===== config.mk =====
export PLATFORM = sky130hd
export DESIGN_NAME = uart_receiver
export DESIGN_NICKNAME = d
export VERILOG_FILES = /design/src/rtl/uart_receiver.sv
export SDC_FILE = /design/constraint.sdc
export NUM_CORES = 1
export LEC_CHECK = 0
export ABC_AREA = 1
export CAP_MARGIN = 40
export CORE_ASPECT_RATIO = 1.5
export CORE_MARGIN = 4
export CORE_UTILIZATION = 50
export DETAILED_ROUTE_END_ITERATION = 6
export GPL_TIMING_DRIVEN = 0
export PLACE_DENSITY = 0.79
export RECOVER_POWER = 100
export SYNTH_ARGS = -nofsm -noshare
export SYNTH_HDL_FRONTEND = slang
export SYNTH_SLANG_ARGS = --single-unit
export TNS_END_PERCENT = 20

===== constraint.sdc =====
create_clock -name clock -period 2 [get_ports clock]
set_clock_uncertainty 0.15 [all_clocks]
set_input_delay 0.6 -clock clock [delete_from_list [all_inputs] [get_ports clock]]
set_output_delay 0.6 -clock clock [all_outputs]
set_load 0.03 [all_outputs]

===== src/rtl/uart_receiver.sv =====
// 8N1 oversampling UART receiver with a one-entry valid/ready output buffer.
// Reports framing errors (stop bit low) and overruns (good byte dropped while buffer full).
//
// state   | meaning
// --------+-----------------------------------------------------------
// S_IDLE  | line idle, waiting for rx_s low
// S_START | counting to mid start bit, rejects glitches
// S_DATA  | sampling 8 data bits, LSB first, one per bit time
// S_STOP  | sampling stop bit, delivers byte or flags framing error
// S_BREAK | line held low after framing error, waiting for rx_s high
module uart_receiver #(
  parameter int TICKS_PER_BAUD = 4
) (
  input  logic       clock,
  input  logic       reset_n,
  input  logic       rx,
  output logic [7:0] data,
  output logic       valid,
  input  logic       ready,
  output logic       framing_error,
  output logic       overrun
);

  localparam int CW = $clog2(TICKS_PER_BAUD);
  localparam logic [CW-1:0] HALF_TC = CW'(TICKS_PER_BAUD / 2 - 1);
  localparam logic [CW-1:0] FULL_TC = CW'(TICKS_PER_BAUD - 1);

  typedef enum logic [2:0] {
    S_IDLE,
    S_START,
    S_DATA,
    S_STOP,
    S_BREAK
  } state_t;

  state_t          state_q, state_d;
  logic            sync1_q, sync2_q;
  logic [CW-1:0]   cnt_q, cnt_d;
  logic [2:0]      bit_q, bit_d;
  logic [7:0]      shift_q, shift_d;
  logic [7:0]      data_q, data_d;
  logic            valid_q, valid_d;
  logic            fe_q, fe_d;
  logic            ov_q, ov_d;
  logic            deliver;
  logic            rx_s;

  assign rx_s = sync2_q;

  always_ff @(posedge clock or negedge reset_n) begin
    if (!reset_n) begin
      sync1_q <= 1'b1;
      sync2_q <= 1'b1;
      state_q <= S_IDLE;
      cnt_q   <= '0;
      bit_q   <= '0;
      shift_q <= '0;
      data_q  <= '0;
      valid_q <= 1'b0;
      fe_q    <= 1'b0;
      ov_q    <= 1'b0;
    end else begin
      sync1_q <= rx;
      sync2_q <= sync1_q;
      state_q <= state_d;
      cnt_q   <= cnt_d;
      bit_q   <= bit_d;
      shift_q <= shift_d;
      data_q  <= data_d;
      valid_q <= valid_d;
      fe_q    <= fe_d;
      ov_q    <= ov_d;
    end
  end

  always_comb begin
    state_d = state_q;
    cnt_d   = cnt_q;
    bit_d   = bit_q;
    shift_d = shift_q;
    fe_d    = 1'b0;
    deliver = 1'b0;
    case (state_q)
      S_IDLE: begin
        if (!rx_s) begin
          state_d = S_START;
          cnt_d   = '0;
        end
      end
      S_START: begin
        if (cnt_q == HALF_TC) begin
          if (rx_s) begin
            state_d = S_IDLE;
          end else begin
            state_d = S_DATA;
            cnt_d   = '0;
            bit_d   = '0;
          end
        end else begin
          cnt_d = cnt_q + CW'(1);
        end
      end
      S_DATA: begin
        if (cnt_q == FULL_TC) begin
          shift_d = {rx_s, shift_q[7:1]};
          cnt_d   = '0;
          bit_d   = bit_q + 3'd1;
          if (bit_q == 3'd7) begin
            state_d = S_STOP;
          end
        end else begin
          cnt_d = cnt_q + CW'(1);
        end
      end
      S_STOP: begin
        if (cnt_q == FULL_TC) begin
          cnt_d = '0;
          if (rx_s) begin
            deliver = 1'b1;
            state_d = S_IDLE;
          end else begin
            fe_d    = 1'b1;
            state_d = S_BREAK;
          end
        end else begin
          cnt_d = cnt_q + CW'(1);
        end
      end
      S_BREAK: begin
        if (rx_s) begin
          state_d = S_IDLE;
        end
      end
      default: state_d = S_IDLE;
    endcase
  end

  // A pop on the delivery edge frees the buffer for the new byte.
  always_comb begin
    data_d  = data_q;
    valid_d = valid_q;
    ov_d    = 1'b0;
    if (deliver) begin
      if (!valid_q || ready) begin
        data_d  = shift_q;
        valid_d = 1'b1;
      end else begin
        ov_d = 1'b1;
      end
    end else if (valid_q && ready) begin
      valid_d = 1'b0;
    end
  end

  assign data          = data_q;
  assign valid         = valid_q;
  assign framing_error = fe_q;
  assign overrun       = ov_q;

endmodule


==> results.txt <==
type of the worst setup path: reg -> out
dominant synthesized flop cell: dfrtp_1
Fillers: 219
layout cells sized above 1: 12.50%
chip height: 70.66 µm
dpl cells: 176
Core Region: 0.002477 mm²
Comb pwr share: 28.6%
CP Buf/Inv Count: 1
Max Cap Viol: 0
nets: 167
Tcrit/Tclk final: 93.25%
Flop pwr share: 46.0%
Seq cells post-synth: 29
crit-path leading delay family: buffers and inverters
final number of setup-violating endpoints: 0
pin count of the biggest net entering global routing: 16
DPL Wire Length: 1824 µm
Yosys warnings: 0
VDD IR max: 0.5934 mV
register area: 728.2 µm²
Root Buffer: clkbuf_4
Iter 0 DRT Violations: 43
Remaining Overflow, GRT: 0
Routed Wire Length: 2541 µm
final hold vios: 0
diodes inserted: 0
clock sink total: 29
Area Overhead vs Synth: 13.86%
H-tree lvl count: 2
Leak: 0.7738 nW
CP Launch Type: flop
syn avg cell area: 9.553 µm²
Total GRT Usage: 17.75%
post-route insts no fill: 184
GPL Wtd Cong: 0.8358
drc violations: 0
Rows: 22
Starting Density: 52.83%
Post-synth EDFFs: 0
multi-input logic area: 442.9 µm²
Syn Nets: 145
final worst path period need: 1865 ps
Peak Freq: 536.2 MHz
Net Sw Frac: 34.71%
WHS: 213.8 ps
via count: 977
synthesized area: 0.001309 mm²
Critical Path Fanout Max: 2
CP required: 1250 ps
crit-path max cell delay: 410 ps
min-delay worst type: reg -> reg
clock share of power: 25.4%
Cell Pwr Density: 1064 mW/mm²
Critical Path, Cell by Cell: dlygate4sd2_1
fraction of registers with async set/reset: 100.0%
CP endpoint kind: output pin
I/O pin cnt: 15
first-pass GRT wire length: 4629 µm
routed vias/inst: 5.310
Worst slew margin: 56.80%
WL per Instance: 13.81 µm
library cells used by synthesis: 20
via count of the first global-routing pass: 1092
Worst EP arrival: 1120 ps
CTS clk-pin slew, worst paths: 90 ps
number of port buffers: 14
status: finished, final reports clean
RSZ-0062 raised after global routing: false
DIE AREA: 0.003517 mm²
CTS tree: built
Die W: 49.78 µm
CP max-delay cell: dlygate4sd2_1
number of routed nets with antenna violations: 0
sequential area share after synthesis: 55.64%
Slew Viols, Final: 0
Clk Latency, worst-skew pair: 330 ps
Total Power: 1.586 mW
maximum clock path buffer count: 2
antenna violations before repair: 0
drt pass-1 iters: 4
cts bufs inserted: 5
Slew @ Worst Pin: 645.8 ps
synthesized netlist cell count: 137
Net Switching: 0.5505 mW
internal power: 1.036 mW
[stage by stage]
step | setup TNS (ps) | cell area, µm² | utilization [%] | setup WS, ps
6_report | 0 | 1490 | 60.15 | 135.0
5_1_grt | 0 | 1490 | 60.15 | 54.17
4_1_cts | 0 | 1550 | 62.58 | 121.1
3_5_place_dp | -26.91 | 1494 | 60.30 | -26.91
3_3_place_gp | -6509 | 1479 | 59.70 | -240.6
2_1_floorplan | 0 | 1309 | - | 565.0
[placed cells by master, fill, tap and decap left out]
cell and n:
nor2_4 1, nor2_1 6, dfstp_2 2, nand3b_1 1, nand4_2 1, clkbuf_1 1, clkbuf_2 2, ha_1 4
nand4_1 1, nor3b_1 1, o21ai_2 2, a21o_1 1, o21ai_0 18, a21oi_1 1, buf_6 1, dlygate4sd2_1 11
nand3_1 6, clkinv_2 1, and2_1 1, nor2_2 1, clkdlybuf4s50_1 1, dlygate4sd3_1 2, clkbuf_4 5, nand2_1 40
clkbuf_8 2, dfrtp_1 27, inv_1 18, nand2_2 2
[sequential cells by signal, indices dropped and copies added, names as in the netlist]
signal         count
overrun            1
framing_error      1
sync1_q            1
data               8
state_q            3
rx_s               1
bit_q              3
shift_q            8
cnt_q              2
valid              1
[synth_stat cells, types with 2 or more instances]
| cell type | count | area, µm² |
|---|---|---|
| buf_6 | 3 | 33.78 |
| dfrtp_1 | 27 | 675.7 |
| dfstp_2 | 2 | 52.55 |
| ha_1 | 4 | 50.05 |
| inv_1 | 18 | 67.56 |
| nand2_1 | 39 | 146.4 |
| nand2_2 | 3 | 18.77 |
| nand3_1 | 6 | 30.03 |
| nor2_1 | 5 | 18.77 |
| nor2_2 | 2 | 12.51 |
| o21ai_0 | 12 | 60.06 |
| o21ai_2 | 8 | 70.07 |
[layout make-up]
class | count | share of cell area, %
plain buffers | 3 | 1.343
clock buffers | 7 | 4.366
clock inverters | 1 | 0.3359
inverters | 18 | 4.534
multi-input cells | 87 | 29.72
flip-flops and latches | 29 | 48.87
well taps | 24 | 2.015
repair buffers | 15 | 8.816
[metal layers]
layer  track usage [%]  vias to the layer above  part of all wire [%]
li1                  -                      474                     -
met1             17.52                      476                    38
met2             30.93                       20                    55
met3             6.526                        7                   4.6
met4             10.77                        0                   2.6
met5                 0                        -                     0
[cell families (layout without fill, tap and decap cells)]
family / after synthesis / in the layout / share of synthesized area (%)
DFF: 29 / 29 / 55.64
buffers and inverters: 21 / 44 / 7.743
AOI/OAI and AO/OA: 22 / 22 / 10.90
adders and majority gates: 4 / 4 / 3.824
and+or+nand+nor: 61 / 61 / 21.89
[power by group through the flow]
stage	combinational (mW)	clock, mW	sequential, mW
after global placement	0.448	0	0.736
final	0.454	0.403	0.729
after global routing	0.532	0.453	0.739
after floorplan	0.353	0	0.742
after detailed placement	0.480	0	0.742
after CTS	0.479	0.415	0.730
[worst paths after layout]
check	startpoint	endpoint	slack (ps)	depth (start not counted)
worst max-delay path	data[0]$_DFFE_PN0P_	data[0]	130	1
worst min-delay path	sync1_q$_DFF_PN1_	rx_s$_DFF_PN1_	210	0
worst max register to register	cnt_q[0]$_DFFE_PN0P_	shift_q[0]$_DFFE_PN0P_	200	5
worst min register to register	sync1_q$_DFF_PN1_	rx_s$_DFF_PN1_	210	0
max in group asynchronous	reset_n	data[0]$_DFFE_PN0P_	320	2
min in group asynchronous	reset_n	overrun$_DFF_PN0_	580	1
[what timing repair did]
| item | 4_1_cts | 5_1_grt |
|---|---|---|
| buffers inserted | 0 | 0 |
| hold buffers | 0 | 0 |
| hold endpoints to repair | 0 | 0 |
| setup endpoints to repair | 11 | 0 |
| gates resized for setup | 11 | 0 |
Power figures use the tool's default switching activity.
